<file path="config.mk">
export PLATFORM = sky130hd
export DESIGN_NAME = mc_controller
export DESIGN_NICKNAME = d
export VERILOG_FILES = /design/src/rtl/mc_ctrl_pkg.sv /design/src/rtl/mc_controller_cond_unit.sv /design/src/rtl/mc_controller.sv
export SDC_FILE = /design/constraint.sdc
export NUM_CORES = 1
export LEC_CHECK = 0
export ABC_AREA = 1
export ABC_CLOCK_PERIOD_IN_PS = 2100
export CAP_MARGIN = 15
export CORE_ASPECT_RATIO = 1.2
export CORE_MARGIN = 2
export CORE_UTILIZATION = 43
export DETAILED_ROUTE_END_ITERATION = 10
export PLACE_DENSITY_LB_ADDON = 0.08
export SYNTH_ARGS = -nofsm -noshare
export SYNTH_HDL_FRONTEND = slang
export SYNTH_SLANG_ARGS = --single-unit
</file>
<file path="constraint.sdc">
create_clock -name clk -period 2.1 [get_ports clk]
set_clock_uncertainty 0.2 [all_clocks]
set_input_delay 0.42 -clock clk [delete_from_list [all_inputs] [get_ports clk]]
set_output_delay 0.42 -clock clk [all_outputs]
set_load 0.02 [all_outputs]
</file>
<file path="src/rtl/mc_ctrl_pkg.sv">
`default_nettype none
// +----------------------------------------------------------------------------+
// | mc_ctrl_pkg : shared encodings for the multi-cycle ARM control unit        |
// | Rev 1.0                                                                    |
// +----------------------------------------------------------------------------+
package mc_ctrl_pkg;

    localparam int STATE_W = 4;

    typedef enum logic [STATE_W-1:0] {
        S_FETCH    = STATE_W'(0),
        S_DECODE   = STATE_W'(1),
        S_MEMADR   = STATE_W'(2),
        S_MEMRD    = STATE_W'(3),
        S_MEMWB    = STATE_W'(4),
        S_MEMWR    = STATE_W'(5),
        S_EXECUTER = STATE_W'(6),
        S_EXECUTEI = STATE_W'(7),
        S_ALUWB    = STATE_W'(8),
        S_BRANCH   = STATE_W'(9),
        S_UNKNOWN  = STATE_W'(10),
        S_HALT     = STATE_W'(11)
    } state_e;

    localparam logic [1:0] OP_DP  = 2'b00;
    localparam logic [1:0] OP_MEM = 2'b01;
    localparam logic [1:0] OP_BR  = 2'b10;

    localparam logic [3:0] CMD_AND = 4'b0000;
    localparam logic [3:0] CMD_SUB = 4'b0010;
    localparam logic [3:0] CMD_ADD = 4'b0100;
    localparam logic [3:0] CMD_ORR = 4'b1100;

    localparam logic [1:0] ALU_ADD = 2'b00;
    localparam logic [1:0] ALU_SUB = 2'b01;
    localparam logic [1:0] ALU_AND = 2'b10;
    localparam logic [1:0] ALU_ORR = 2'b11;

    localparam logic       ADR_PC        = 1'b0;
    localparam logic       ADR_ALUOUT    = 1'b1;
    localparam logic [1:0] SRCA_RD1      = 2'd0;
    localparam logic [1:0] SRCA_PC       = 2'd1;
    localparam logic [1:0] SRCB_RD2      = 2'd0;
    localparam logic [1:0] SRCB_IMM      = 2'd1;
    localparam logic [1:0] SRCB_FOUR     = 2'd2;
    localparam logic [1:0] RES_ALUOUT    = 2'd0;
    localparam logic [1:0] RES_DATA      = 2'd1;
    localparam logic [1:0] RES_ALURESULT = 2'd2;

    localparam int FLAG_N = 3;
    localparam int FLAG_Z = 2;
    localparam int FLAG_C = 1;
    localparam int FLAG_V = 0;

    function automatic logic cond_eval(input logic [3:0] cond, input logic [3:0] flags);
        logic n, z, c, v;
        n = flags[FLAG_N];
        z = flags[FLAG_Z];
        c = flags[FLAG_C];
        v = flags[FLAG_V];
        case (cond)
            4'b0000: cond_eval = z;
            4'b0001: cond_eval = ~z;
            4'b0010: cond_eval = c;
            4'b0011: cond_eval = ~c;
            4'b0100: cond_eval = n;
            4'b0101: cond_eval = ~n;
            4'b0110: cond_eval = v;
            4'b0111: cond_eval = ~v;
            4'b1000: cond_eval = c & ~z;
            4'b1001: cond_eval = ~c | z;
            4'b1010: cond_eval = (n == v);
            4'b1011: cond_eval = (n != v);
            4'b1100: cond_eval = ~z & (n == v);
            4'b1101: cond_eval = z | (n != v);
            4'b1110: cond_eval = 1'b1;
            default: cond_eval = 1'b0;
        endcase
    endfunction

endpackage
`default_nettype wire

</file>
<file path="src/rtl/mc_controller_cond_unit.sv">
`default_nettype none
// +----------------------------------------------------------------------------+
// | mc_cond_unit : NZCV flags register, condition check and write qualifying   |
// | Rev 1.0                                                                    |
// +----------------------------------------------------------------------------+
module mc_cond_unit
    import mc_ctrl_pkg::*;
(
    input  logic       clk,
    input  logic       Reset,
    input  logic [3:0] cond_i,
    input  logic [3:0] alu_flags_i,
    input  logic       capture_i,
    input  logic       flag_wr_i,
    input  logic       cv_wr_i,
    input  logic       reg_w_i,
    input  logic       mem_w_i,
    input  logic       pcs_i,
    input  logic       next_pc_i,
    output logic       reg_write_o,
    output logic       mem_write_o,
    output logic       pc_write_o
);

    logic [3:0] flags_q, flags_d;
    logic       cond_ex_q, cond_ex_d;

    always_comb begin
        flags_d   = flags_q;
        cond_ex_d = capture_i ? cond_eval(cond_i, flags_q) : cond_ex_q;
        if (flag_wr_i && cond_ex_q) begin
            flags_d[FLAG_N] = alu_flags_i[FLAG_N];
            flags_d[FLAG_Z] = alu_flags_i[FLAG_Z];
            // Logical ops leave carry/overflow as they were
            if (cv_wr_i) begin
                flags_d[FLAG_C] = alu_flags_i[FLAG_C];
                flags_d[FLAG_V] = alu_flags_i[FLAG_V];
            end
        end
    end

    always_ff @(posedge clk or negedge Reset) begin
        if (!Reset) begin
            flags_q   <= 4'b0000;
            cond_ex_q <= 1'b0;
        end else begin
            flags_q   <= flags_d;
            cond_ex_q <= cond_ex_d;
        end
    end

    // Reset gates the enables so they drop the instant reset is asserted
    assign reg_write_o = Reset & reg_w_i & cond_ex_q;
    assign mem_write_o = Reset & mem_w_i & cond_ex_q;
    assign pc_write_o  = Reset & (next_pc_i | (pcs_i & cond_ex_q));

endmodule
`default_nettype wire

</file>
<file path="src/rtl/mc_controller.sv">
`default_nettype none
// +----------------------------------------------------------------------------+
// | mc_controller : multi-cycle ARM control unit (FSM + decode + cond unit)    |
// | Optional MC_ILLEGAL_HALT_EN: illegal instructions halt the FSM.  Rev 1.0   |
// +----------------------------------------------------------------------------+
module mc_controller
    import mc_ctrl_pkg::*;
(
    input  logic         clk,
    input  logic         Reset,
    input  logic [31:12] Instr,
    input  logic [3:0]   ALUFlags,
    output logic         PCWrite,
    output logic         IRWrite,
    output logic         MemWrite,
    output logic         RegWrite,
    output logic         AdrSrc,
    output logic [1:0]   RegSrc,
    output logic [1:0]   ALUSrcA,
    output logic [1:0]   ALUSrcB,
    output logic [1:0]   ResultSrc,
    output logic [1:0]   ImmSrc,
    output logic [1:0]   ALUControl,
    output logic         Halted
);

    state_e     state_q, state_d;
    logic [3:0] cond, cmd;
    logic [1:0] op;
    logic [5:0] funct;
    logic       rd15, cmd_legal, unused_rn;
    logic       ir_write, next_pc, reg_w, mem_w, branch, alu_op;
    logic       flag_wr, cv_wr, pcs;

    assign cond      = Instr[31:28];
    assign op        = Instr[27:26];
    assign funct     = Instr[25:20];
    assign cmd       = funct[4:1];
    assign rd15      = (Instr[15:12] == 4'hF);
    assign unused_rn = ^Instr[19:16];
    assign cmd_legal = cmd inside {CMD_ADD, CMD_SUB, CMD_AND, CMD_ORR};

`ifdef MC_ILLEGAL_HALT_EN
    logic illegal;
    assign illegal = (op == 2'b11) || ((op == OP_DP) && !cmd_legal) || (cond == 4'b1111);
`endif

    always_comb begin
        state_d = state_q;
        case (state_q)
            S_FETCH:  state_d = S_DECODE;
            S_DECODE: begin
`ifdef MC_ILLEGAL_HALT_EN
                if (illegal)
                    state_d = S_HALT;
                else
`endif
                if (op == OP_MEM)
                    state_d = S_MEMADR;
                else if (op == OP_DP)
                    state_d = funct[5] ? S_EXECUTEI : S_EXECUTER;
                else if (op == OP_BR)
                    state_d = S_BRANCH;
                else
                    state_d = S_UNKNOWN;
            end
            S_MEMADR:   state_d = funct[0] ? S_MEMRD : S_MEMWR;
            S_MEMRD:    state_d = S_MEMWB;
            S_EXECUTER: state_d = S_ALUWB;
            S_EXECUTEI: state_d = S_ALUWB;
`ifdef MC_ILLEGAL_HALT_EN
            S_HALT:     state_d = S_HALT;
`endif
            default:    state_d = S_FETCH;
        endcase
    end

    always_ff @(posedge clk or negedge Reset) begin
        if (!Reset) state_q <= S_FETCH;
        else        state_q <= state_d;
    end

    always_comb begin
        ir_write  = 1'b0;
        next_pc   = 1'b0;
        reg_w     = 1'b0;
        mem_w     = 1'b0;
        branch    = 1'b0;
        alu_op    = 1'b0;
        AdrSrc    = ADR_PC;
        ALUSrcA   = SRCA_RD1;
        ALUSrcB   = SRCB_RD2;
        ResultSrc = RES_ALUOUT;
        case (state_q)
            S_FETCH: begin
                ir_write  = 1'b1;
                next_pc   = 1'b1;
                ALUSrcA   = SRCA_PC;
                ALUSrcB   = SRCB_FOUR;
                ResultSrc = RES_ALURESULT;
            end
            S_DECODE: begin
                ALUSrcA   = SRCA_PC;
                ALUSrcB   = SRCB_FOUR;
                ResultSrc = RES_ALURESULT;
            end
            S_MEMADR: ALUSrcB = SRCB_IMM;
            S_MEMRD:  AdrSrc  = ADR_ALUOUT;
            S_MEMWB: begin
                ResultSrc = RES_DATA;
                reg_w     = 1'b1;
            end
            S_MEMWR: begin
                AdrSrc = ADR_ALUOUT;
                mem_w  = 1'b1;
            end
            S_EXECUTER: alu_op = 1'b1;
            S_EXECUTEI: begin
                ALUSrcB = SRCB_IMM;
                alu_op  = 1'b1;
            end
            // An unsupported ALU command retires as a NOP
            S_ALUWB: reg_w = cmd_legal;
            S_BRANCH: begin
                ALUSrcB   = SRCB_IMM;
                ResultSrc = RES_ALURESULT;
                branch    = 1'b1;
            end
            default: ;
        endcase
    end

    always_comb begin
        ALUControl = ALU_ADD;
        if (alu_op) begin
            case (cmd)
                CMD_SUB: ALUControl = ALU_SUB;
                CMD_AND: ALUControl = ALU_AND;
                CMD_ORR: ALUControl = ALU_ORR;
                default: ALUControl = ALU_ADD;
            endcase
        end
    end

    assign flag_wr = ((state_q == S_EXECUTER) || (state_q == S_EXECUTEI)) && funct[0] && cmd_legal;
    assign cv_wr   = (cmd == CMD_ADD) || (cmd == CMD_SUB);
    assign pcs     = branch | (reg_w & rd15);
    assign RegSrc  = {(op == OP_MEM), (op == OP_BR)};
    assign ImmSrc  = op;
    assign IRWrite = Reset & ir_write;

`ifdef MC_ILLEGAL_HALT_EN
    assign Halted = Reset & (state_q == S_HALT);
`else
    assign Halted = 1'b0;
`endif

    mc_cond_unit u_cond (
        .clk         (clk),
        .Reset       (Reset),
        .cond_i      (cond),
        .alu_flags_i (ALUFlags),
        .capture_i   (state_q == S_DECODE),
        .flag_wr_i   (flag_wr),
        .cv_wr_i     (cv_wr),
        .reg_w_i     (reg_w),
        .mem_w_i     (mem_w),
        .pcs_i       (pcs),
        .next_pc_i   (next_pc),
        .reg_write_o (RegWrite),
        .mem_write_o (MemWrite),
        .pc_write_o  (PCWrite)
    );

endmodule
`default_nettype wire

</file>
==> impl_metrics.toml, run 1 <==
[drt]
wl_per_cell_microns = 10.8
postRouteAntennaNets = 0
drt_first_pass_iters = 6
drt_iter0_drc = 11
vias = 1112
vias_per_cell = 4.90
wl_mm = 2.46
drc = 0

[worst_setup_path]
reg2regPathDepth = 8
worst-path-buf-inv = 2
rr_startpoint = "state_q[3]"
worstSetupStartpointType = "primary input"
required_ns = 1.48
critPathKind = "in -> out"
r2r_end = "u_cond.flags_q[3]"
timing.critical_path.mode_cell = "nand2_1"
cp_slowest_cell = "dlygate4sd2_1"
max_stage_delay_ns = 0.26
reg2reg_slack_ns = 0.58
end_kind = "output port"
cp_data_arrival_time_ns = 1.47
critPathMaxFanout = 2
crit_chain = "dlygate4sd2_1 > nand3b_2 > nand3_4 > nand2_4 > nand2_1 > nand2_1 > nand2_1 > nand2_1 > nand2_1 > buf_6"
path_delay_family = "simple AND/OR/NAND/NOR gates"

[power]
power_frac_comb_pct = 67.9
swShare_pct = 46.9
ir_worst_vdd_uv = 1100
p_switching_uw = 595
clockPowerShare_pct = 11.1
p_seq_share_pct = 21.0
p_per_area_nw_per_um2 = 880
p_leak_uw = 0.000815
p_int_uw = 672

[job]
maxCapViolations = 0

[place]
place_congestion = 0.909
io_buffers = 37
dp_cells = 219
dp_slack_ns = -0.758
placed_area_sq_um = 1390
hpwl_mm = 2.07

[global_routing]
grt_pass1_wl_mm = 4.13
grt.met3_usage_pct = 3.41
antenna_found_initial = 0
grt_util_met2_pct = 43.8
busiest_layer = "met2"
use_met1_pct = 23.5
grt_pass1_vias = 1092
grt-ovfl-total = 0
grt_max_degree = 8
grt_usage_pct = 23.5

[status]
status = "finished clean"

[clock_network]
cts_tree = "done"
cts_root_buf = "clkbuf_4"
cts_buffers = 3
holdBufCountCts = 0
clock_latency_ns = 0.27
clockBufferDepth = 2
path_clk_slew_ns = 0.07
numClockSinks = 9
htreeDepth = 1

[logic_synthesis]
yosysWarnings = 0
ys_types = 20
synth_top_area_share_pct = 25.8
synth-seq-area-share_pct = 25.8
syn_inst = 148
syn_area_sq_um = 873
synth_common_cells = "nand2_1, nor2_1, nand3_1"
synth.most_common_cell = "nand2_1"
synthArstFlopShare_pct = 100
ys.flop_type = "dfrtp_1"
synth_area_leader_cell = "dfrtp_1"
ys_ff_latch = 9
synth_edf_count = 0
synthTopCellsByArea = "dfrtp_1, nand2_1, nand3_1"
syn_avg_cell_area_sq_um = 5.90

[sta]
layout_setup_ws_ns = 0.00636
finalCritPeriodShare_pct = 99.7
slew_viol_final = 0
setup-tns-final_ns = 0
fmax_mhz = 478
fin_crit_ns = 2.09
setup_viol = 0
hold_violations = 0
rsz0062_at_grt = "yes"

[finish]
finalNonFillerCells = 227
final_cell_area_sq_um = 1440
utilization_pct = 76.9
drive_above_1_share_pct = 31.3
syn_to_final_growth_pct = 64.9
fin_nets = 235
insertedDiodeCount = 0

[floorplan]
die_y_microns = 53.4
start_util_pct = 46.7
io_pins = 44
core_area_sq_um = 1870
fp-row-count = 17
dieArea_sq_um = 2410
die_w_microns = 45.1

[hold_path]
hold_class = "in -> async"
-- cells by family (layout without fill, tap and decap cells) --
family	after synthesis	count (layout)	synth area share [%]
AO/OA/AOI/OAI	14	14	8.74
buffers and inverters	29	88	14.6
flip-flops	9	9	25.8
other	1	2	0.429
AND/OR/NAND/NOR	95	95	50.4
-- power groups by stage --
stage / Combinational (uW) / Clock [uW] / Sequential (uW)
after floorplan: 462 / 0 / 262
after global placement: 847 / 0 / 270
after detailed placement: 871 / 0 / 273
after CTS: 841 / 142 / 262
after global routing: 947 / 149 / 274
final: 861 / 140 / 267
-- worst max-delay path by stage --
| stage | start | to | slack [ns] | cells after the start |
|---|---|---|---|---|
| floorplan | Instr[22] | RegWrite | 0.32 | 5 |
| global placement | Instr[23] | PCWrite | -0.67 | 11 |
| finish | Instr[21] | PCWrite | 0.006 | 10 |
| detailed placement | Instr[23] | PCWrite | -0.76 | 11 |
| CTS | Instr[24] | PCWrite | -0.09 | 13 |
| global route | state_q[3] | PCWrite | -0.08 | 10 |
-- through the flow --
step	power [uW]	hold WS, ns
after global routing	1370	0.271
after CTS	1250	0.279
after global placement	1120	0.289
after floorplan	724	-0.0756
final	1270	0.275
after detailed placement	1140	0.299
-- worst register-to-register path: stages, from the launching register on --
cell and delay [ns]:
dfrtp_1 0.41, buf_4 0.16, nor2_4 0.10, buf_4 0.13, nand2_4 0.07, nor2_4 0.10, nand2_2 0.08, nor2_1 0.09
a21oi_1 0.05
-- routing by layer --
layer | vias to the layer above | wire (microns)
met5 | - | 0
met4 | 0 | 70
met1 | 485 | 891
met2 | 42 | 1350
met3 | 7 | 148
li1 | 578 | -
-- state kept, by name, indices dropped and copies added, names as in the netlist --
name	flops
state_q	4
u_cond.cond_ex_q	1
u_cond.flags_q	4
-- timing repair --
action / in CTS / in global routing
pin swaps: 3 / 4
setup buffers: 2 / 2
endpoints found under the setup margin: 16 / 9
resized for setup: 46 / 22
-- area by class of cell --
class | count | area (sq um)
inverters | 24 | 90.1
flip-flops and latches | 9 | 225
well taps | 19 | 23.8
fillers | 150 | 432
clock inverters | 1 | 5.00
multi-input cells | 111 | 564
clock buffers | 3 | 22.5
repair buffers | 60 | 509
-- placed cells by master (no fill, tap or decap), drive strengths merged --
master          n
clkdlybuf4s15   2
o21ai           5
a21oi           8
nor2           25
conb            2
clkbuf          6
clkinv          2
dfrtp           9
inv            23
o211ai          1
nand4           1
buf            31
nand2          49
nand3b          1
nand3          19
dlygate4sd2     7
clkdlybuf4s50  17
Power figures use the tool's default switching activity.
==> run 2: changes to the inputs <==
- TNS_END_PERCENT: unset -> 10
==> impl_metrics.toml, run 2 (synthesis gave the netlist of run 1 again) <==
[status]
status = "finished clean"

[sta]
hold_violations = 0
finalCritPeriodShare_pct = 99.8
slew_viol_final = 0
rsz0062_at_grt = "yes"
fmax_mhz = 477
layout_setup_ws_ns = 0.00405
setup-tns-final_ns = 0
fin_crit_ns = 2.10
setup_viol = 0

[worst_setup_path]
reg2reg_slack_ns = 0.57
critPathKind = "in -> out"
r2r_end = "u_cond.flags_q[3]"
crit_start = "Instr[22]"
cp_data_arrival_time_ns = 1.48
critPathMaxFanout = 2
reg2regPathDepth = 9
worstSetupStartpointType = "primary input"
rr_startpoint = "state_q[2]"
required_ns = 1.48
end_kind = "output port"

[clock_network]
clockBufferDepth = 2
holdBufCountCts = 0
path_clk_slew_ns = 0.07
numClockSinks = 9
cts_root_buf = "clkbuf_4"
cts_tree = "done"
htreeDepth = 1
clock_latency_ns = 0.27
cts_buffers = 3

[floorplan]
io_pins = 44
start_util_pct = 46.7
fp-row-count = 17
dieArea_sq_um = 2410
die_y_microns = 53.4
core_area_sq_um = 1870
die_w_microns = 45.1

[power]
p_seq_share_pct = 22.5
power_frac_comb_pct = 66.1
design_power_total_uw = 1230
ir_worst_vdd_uv = 972
swShare_pct = 47.2
p_int_uw = 649
p_switching_uw = 580
p_per_area_nw_per_um2 = 869
p_leak_uw = 0.000803
clockPowerShare_pct = 11.3

[place]
io_buffers = 37
place_congestion = 0.909
hpwl_mm = 2.07
placed_area_sq_um = 1390
dp_cells = 219
dp_slack_ns = -0.758

[finish]
multiInputGateArea_sq_um = 567
top_regs = "state_q: 4 flops, u_cond.flags_q: 4 flops, u_cond.cond_ex_q: 1 flops"
fin_nets = 231
fillers = 154
final_cell_mix = "nand2_1, buf_4, nor2_1"
seq_area_sq_um = 226
drive_above_1_share_pct = 28.9
final_common_cell = "nand2_1"
final_cell_area_sq_um = 1410
insertedDiodeCount = 0
finalNonFillerCells = 223
syn_to_final_growth_pct = 61.9

[global_routing]
grt_pass1_wl_mm = 4.13
grt_max_degree = 8
antenna_found_initial = 0
grt_usage_pct = 23.5
grt_pass1_vias = 1074
grt-ovfl-total = 0

[drt]
drt_iter0_drc = 14
vias = 1093
vias_per_cell = 4.90
wl_per_cell_microns = 10.8
wl_mm = 2.40
drc = 0
drt_first_pass_iters = 4
postRouteAntennaNets = 0

[job]
maxCapViolations = 0

[hold_path]
hold_class = "in -> async"
-- run 2: per-layer routing --
layer	up-vias	wire (microns)	GRT usage (%)
li1	569	-	-
met1	479	880	23.5
met2	37	1310	43.8
met3	8	144	3.41
met4	0	64	14.7
met5	-	0	0
-- run 2: worst max path at each step --
stage                     to  slack [ns]  cells after the start
finish               PCWrite       0.004                     11
global route         PCWrite       -0.09                     11
CTS                  PCWrite       -0.22                     11
global placement     PCWrite       -0.67                     11
floorplan           RegWrite        0.32                      5
detailed placement   PCWrite       -0.76                     11
-- run 2: what timing repair did --
item,4_1_cts,5_1_grt
setup endpoints to repair,16,12
pin swaps,2,2
setup buffers,0,0
cloned,0,0
gates resized for setup,46,19
-- run 2: power groups by stage --
stage | registers (uW) | clock network [uW] | logic [uW]
6_report | 277 | 139 | 812
4_1_cts | 269 | 142 | 821
5_1_grt | 285 | 148 | 900
3_3_place_gp | 270 | 0 | 847
2_1_floorplan | 262 | 0 | 462
3_5_place_dp | 273 | 0 | 871
-- run 2: through the flow --
step / utilization, % / hold WS, ns
after global routing: 75.5 / 0.281
after CTS: 75.3 / 0.279
final: 75.5 / 0.275
after detailed placement: 74.2 / 0.299
after global placement: 74.2 / 0.289
after floorplan: - / -0.0756
-- run 2: cell type report --
cell class | count | area share, %
sequential | 9 | 16.0
clock inverter | 1 | 0.354
inverter | 24 | 6.37
multi-input combinational | 111 | 40.1
timing repair buffer | 56 | 33.9
clock buffer | 3 | 1.59
tap | 19 | 1.68
-- run 2: critical path, stage by stage --
cell,delay (ns)
dlygate4sd2_1,0.27
buf_4,0.15
nand3b_4,0.09
nand3_4,0.09
nand2_2,0.07
nand2_1,0.05
nand2_1,0.05
nand2_1,0.05
nand2_1,0.06
nand2_1,0.04
buf_4,0.15
==> RTL change 1 (settings of run 2) <==
Build with the macro `MC_ILLEGAL_HALT_EN` defined.
--- a/src/rtl/mc_controller.sv
+++ b/src/rtl/mc_controller.sv
@@ -3,6 +3,8 @@
 // | mc_controller : multi-cycle ARM control unit (FSM + decode + cond unit)    |
 // | Optional MC_ILLEGAL_HALT_EN: illegal instructions halt the FSM.  Rev 1.0   |
 // +----------------------------------------------------------------------------+
+`define MC_ILLEGAL_HALT_EN
+
 module mc_controller
     import mc_ctrl_pkg::*;
 (
Check against the original RTL: not equivalent (Yosys sat finds a counterexample within 4 cycles, from zero or initial values and one cycle with Reset low).
==> RTL change 1 against run 2 <==
  * Sequential share of layout area is 0.97 points lower
  * Sequential cell count stayed put
  * Worst setup slack worse by 3.0 ps
  * Wire length is 21% higher
  * Power is 9.2% higher
  * Synthesized area is 7.2% higher
  * Final area is 6.5% higher
  * Global-route usage is 0.30 points higher
  * Largest power group unchanged
==> RTL change 1: results (changes against run 2) <==
Place
  – Post-Place Setup Slack: -722 ps (+35.6 ps)
  – IO buf count: 38 (+2.7%)
  – Post-detail-place hpwl: 2410 um (+16%)

Layout
  – Fillcell total: 172 (+12%)
  – Fraction of layout cells with a size suffix above 1: 29.7% (+0.82 points)
  – Fin cells: 262 (+17%)

Run status
  – Outcome: complete, no violations

Global route
  – Pin count of the biggest net entering global routing: 9 (+1)
  – Gr usage total: 23.8% (+0.30 points)
  – M3 GR Usage: 2.92% (-0.49 points)
  – Vias in the first global route: 1140 (+6.1%)

Timing
  – Hold slack: 137 ps (-138 ps)
  – Max Freq: 476 MHz (-0.14%)

Routing
  – DR WL met2: 1680 um (+28%)
  – Metal3 WL: 103 um (-28%)
  – Starting DRT DRC Count: 34 (+20)
  – Wl on met1: 1100 um (+25%)

Logic synthesis
  – Sequential share of the synthesized area: 24.1% (-1.7 points)
  – Area contributors post-synth: dfrtp_1 (24%), nand2_1 (23%), nor2_1 (11%)
  – Syn avg cell area: 5.64 um2 (-4.5%)

Power and ir drop
  – Power Sequential: 0.285 mW (+3%)
  – Maximum vdd drop: 1.05 mV (+8.3%)

Critical path
  – Worst reg-to-reg path cell count: 10 (+1)
  – FF-to-FF setup slack: 420 ps (-150 ps)
  – Slowest stage cell, crit path: dfrtp_1
## RTL change 1: cells by family (layout without fill, tap and decap cells)
logic type | Yosys count | count (layout) | share of synthesized area [%]
other cells | 1 | 1 | 0.401
flops | 9 | 9 | 24.1
compound gates | 15 | 15 | 8.82
simple gates | 114 | 114 | 53.9
buf+inv | 27 | 93 | 12.8
## RTL change 1: area by class of cell
cell class                      instances  area [um2]  share of cell area (%)
Clock buffer                            3        22.5                    1.50
Clock inverter                          1        5.00                   0.333
Inverter                               23        86.3                    5.74
Multi-Input combinational cell        130         607                    40.3
Sequential cell                         9         226                    15.0
Tap cell                               30        37.5                    2.49
Timing Repair Buffer                   66         520                    34.6
## RTL change 1: repair_timing
item                                    4_1_cts  5_1_grt
pin swaps                                     2        0
setup buffers                                 0        1
gates cloned                                  0        0
endpoints found under the setup margin       17       15
resized for setup                            51       28
## RTL change 1: worst max-delay path, delay by kind of cell (launching register included)
kind	cells	cell delay (ps)
buf+inv	2	190
simple gates	8	590
flops	1	430
==> RTL change 2 (flow settings as in run 2) <==
Without the edit above. Register the input `Instr` before use, with the module's reset. The logic sees it one clock later. The other inputs are not delayed to match.
--- a/src/rtl/mc_controller.sv
+++ b/src/rtl/mc_controller.sv
@@ -24,6 +24,16 @@
     output logic         Halted
 );
 
+    logic [31:12] Instr_q;
+
+    always_ff @(posedge clk or negedge Reset) begin
+        if (!Reset) begin
+            Instr_q <= '0;
+        end else begin
+            Instr_q <= Instr;
+        end
+    end
+
     state_e     state_q, state_d;
     logic [3:0] cond, cmd;
     logic [1:0] op;
@@ -32,12 +42,12 @@
     logic       ir_write, next_pc, reg_w, mem_w, branch, alu_op;
     logic       flag_wr, cv_wr, pcs;
 
-    assign cond      = Instr[31:28];
-    assign op        = Instr[27:26];
-    assign funct     = Instr[25:20];
+    assign cond      = Instr_q[31:28];
+    assign op        = Instr_q[27:26];
+    assign funct     = Instr_q[25:20];
     assign cmd       = funct[4:1];
-    assign rd15      = (Instr[15:12] == 4'hF);
-    assign unused_rn = ^Instr[19:16];
+    assign rd15      = (Instr_q[15:12] == 4'hF);
+    assign unused_rn = ^Instr_q[19:16];
     assign cmd_legal = cmd inside {CMD_ADD, CMD_SUB, CMD_AND, CMD_ORR};
 
 `ifdef MC_ILLEGAL_HALT_EN
Behaviour: not the same (a bounded check fails within 4 cycles, from zero or initial values and one cycle with Reset low).
==> RTL change 2 against run 2 <==
  * The run now ends with negative setup slack left
  * Sequential cell count increased by 16
  * First-iteration DRC count increased by 100%
  * Synthesized area increased by 47%
  * Power increased by 40%
  * Combinational power increased by 8.6%
  * Non-clock buffer count increased by 3
  * Final cell count increased by 15%
  * Sequential share of layout area increased by 18 points
  * Worst setup slack got worse by 120 ps
  * Wire length increased by 23%
  * Final area increased by 29%
  * Largest power group unchanged
  * Highest routed layer unchanged
==> RTL change 2: results (changes against run 2) <==
Run status
  – Outcome: complete, but fails checks
  – Violated checks: negative setup slack

Power and ir drop
  – Maximum vdd drop: 0.603 mV (-38%)
  – Sw Share: 40.1% (-7.0 points)
  – Leak: 0.964 nW (+20%)

Place
  – Post-Place Setup Slack: -317 ps (+440 ps)
  – Placed Area: 1810 um2 (+30%)
  – Placed Cells: 250 (+14%)
  – Post-detail-place hpwl: 2360 um (+14%)
  – Gpl congestion: 0.801 (-12%)
  – IO buf count: 37 (unchanged)

Routing
  – Starting DRT DRC Count: 28 (+14)
  – Drt wl/cell: 11.5 um (+7.0%)
  – Drt total wl: 2950 um (+23%)
  – Via density: 4.85 (-1.0%)

Logic synthesis
  – Post-synth cell types: 23 (+15%)
  – Area contributors post-synth: dfrtp_1 (49%), nand2_1 (13%), nand3_1 (7.0%)
  – Syn Inst Count: 163 (+10%)
  – Total of warnings raised by yosys: 0 (unchanged)
  – Sequential share of the synthesized area: 48.9% (+23 points)
  – Synth top cells by count: nand2_1 (44), dfrtp_1 (25), inv_1 (20), nor2_1 (20), nand3_1 (18)

Critical path
  – Max Fanout on Critical Path: 5 (+3)
  – Worst reg2reg startpoint: state_q[2]
  – CP Launch Point: Instr_q[23]
  – Critical path arrival: 1600 ps (+120 ps)
  – Slowest stage cell, crit path: dfrtp_1
  – Crit-path max cell delay: 440 ps (+170 ps)
  – FF-to-FF setup slack: 510 ps (-60 ps)

Layout
  – Fraction of layout cells with a size suffix above 1: 24.8% (-4.1 points)
  – ANT cells: 0 (unchanged)
  – Largest registers: Instr_q (16), state_q (4), u_cond.flags_q (4)
  – Fillcell total: 249 (+62%)

Clock network
  – Longest Clk Path Bufs: 2 (unchanged)
  – Worst-path clk slew: 130 ps (+60 ps)
  – Clock tree root driver cell: clkbuf_4
  – Htree depth: 1 (unchanged)
  – Post-CTS sizing: 49 (+6.5%)
  – Clk_lat worst skew: 310 ps (+40 ps)

Timing
  – Fin worst setup slack: -117 ps (-121 ps)
  – Fin Setup TNS: -205 ps (-205 ps)
  – Final setup fails: 3 (+3)

Global route
  – Gr usage total: 18.4% (-5.1 points)
  – Pin count of the biggest net entering global routing: 14 (+6)
  – First-pass GRT wire length: 4690 um (+14%)
  – Vias in the first global route: 1218 (+13%)

Worst hold path
  – Hold Path Class: in2async
RTL change 2: final cells by class:
type                       count  area, um2  area share [%]
inverter                      24       90.1            4.93
clock buffer                   4       26.3            1.44
multi-input combinational    110        542            29.7
timing repair buffer          59        499            27.3
tap                           34       42.5            2.33
sequential                    25        627            34.3
RTL change 2: power groups by stage:
| stage | Clock, mW | Combinational (mW) | Sequential (mW) |
|---|---|---|---|
| 6_report | 0.209 | 0.882 | 0.630 |
| 5_1_grt | 0.233 | 0.978 | 0.639 |
| 3_5_place_dp | 0 | 0.926 | 0.631 |
| 4_1_cts | 0.214 | 0.876 | 0.621 |
| 3_3_place_gp | 0 | 0.909 | 0.629 |
| 2_1_floorplan | 0 | 0.485 | 0.622 |
RTL change 2: layer usage:
layer  wire (um)  vias up  part of all wire, %  track usage, %
met5           0        -                    0               0
met3         128        6                  4.3            2.80
met4          56        0                  1.9            6.73
met2        1620       43                   55            33.8
li1            -      620                    -               -
met1        1150      573                   39            20.2
RTL change 2: cell families after synthesis:
group,count (synthesis),synth area share (%)
AOI/OAI and AO/OA,14,6.65
DFF,25,48.9
other,1,0.293
buffers and inverters,29,10.3
and+or+nand+nor,94,33.9
RTL change 2: worst min path at each step:
stage | startpoint | end | slack, ps | cells past startpoint
after floorplan | Reset | Instr_q[12] | -80 | 0
after global placement | u_cond.cond_ex_q | u_cond.cond_ex_q | 310 | 2
after detailed placement | u_cond.cond_ex_q | u_cond.cond_ex_q | 310 | 2
after CTS | Reset | Instr_q[15] | 270 | 2
after global routing | Reset | Instr_q[15] | 280 | 2
final | Reset | Instr_q[15] | 270 | 2
RTL change 2: critical path: cells and delay by family, from the launching register on:
family	cells	cell delay [ps]
buf+inv	1	120
flops	1	440
simple gates	9	730
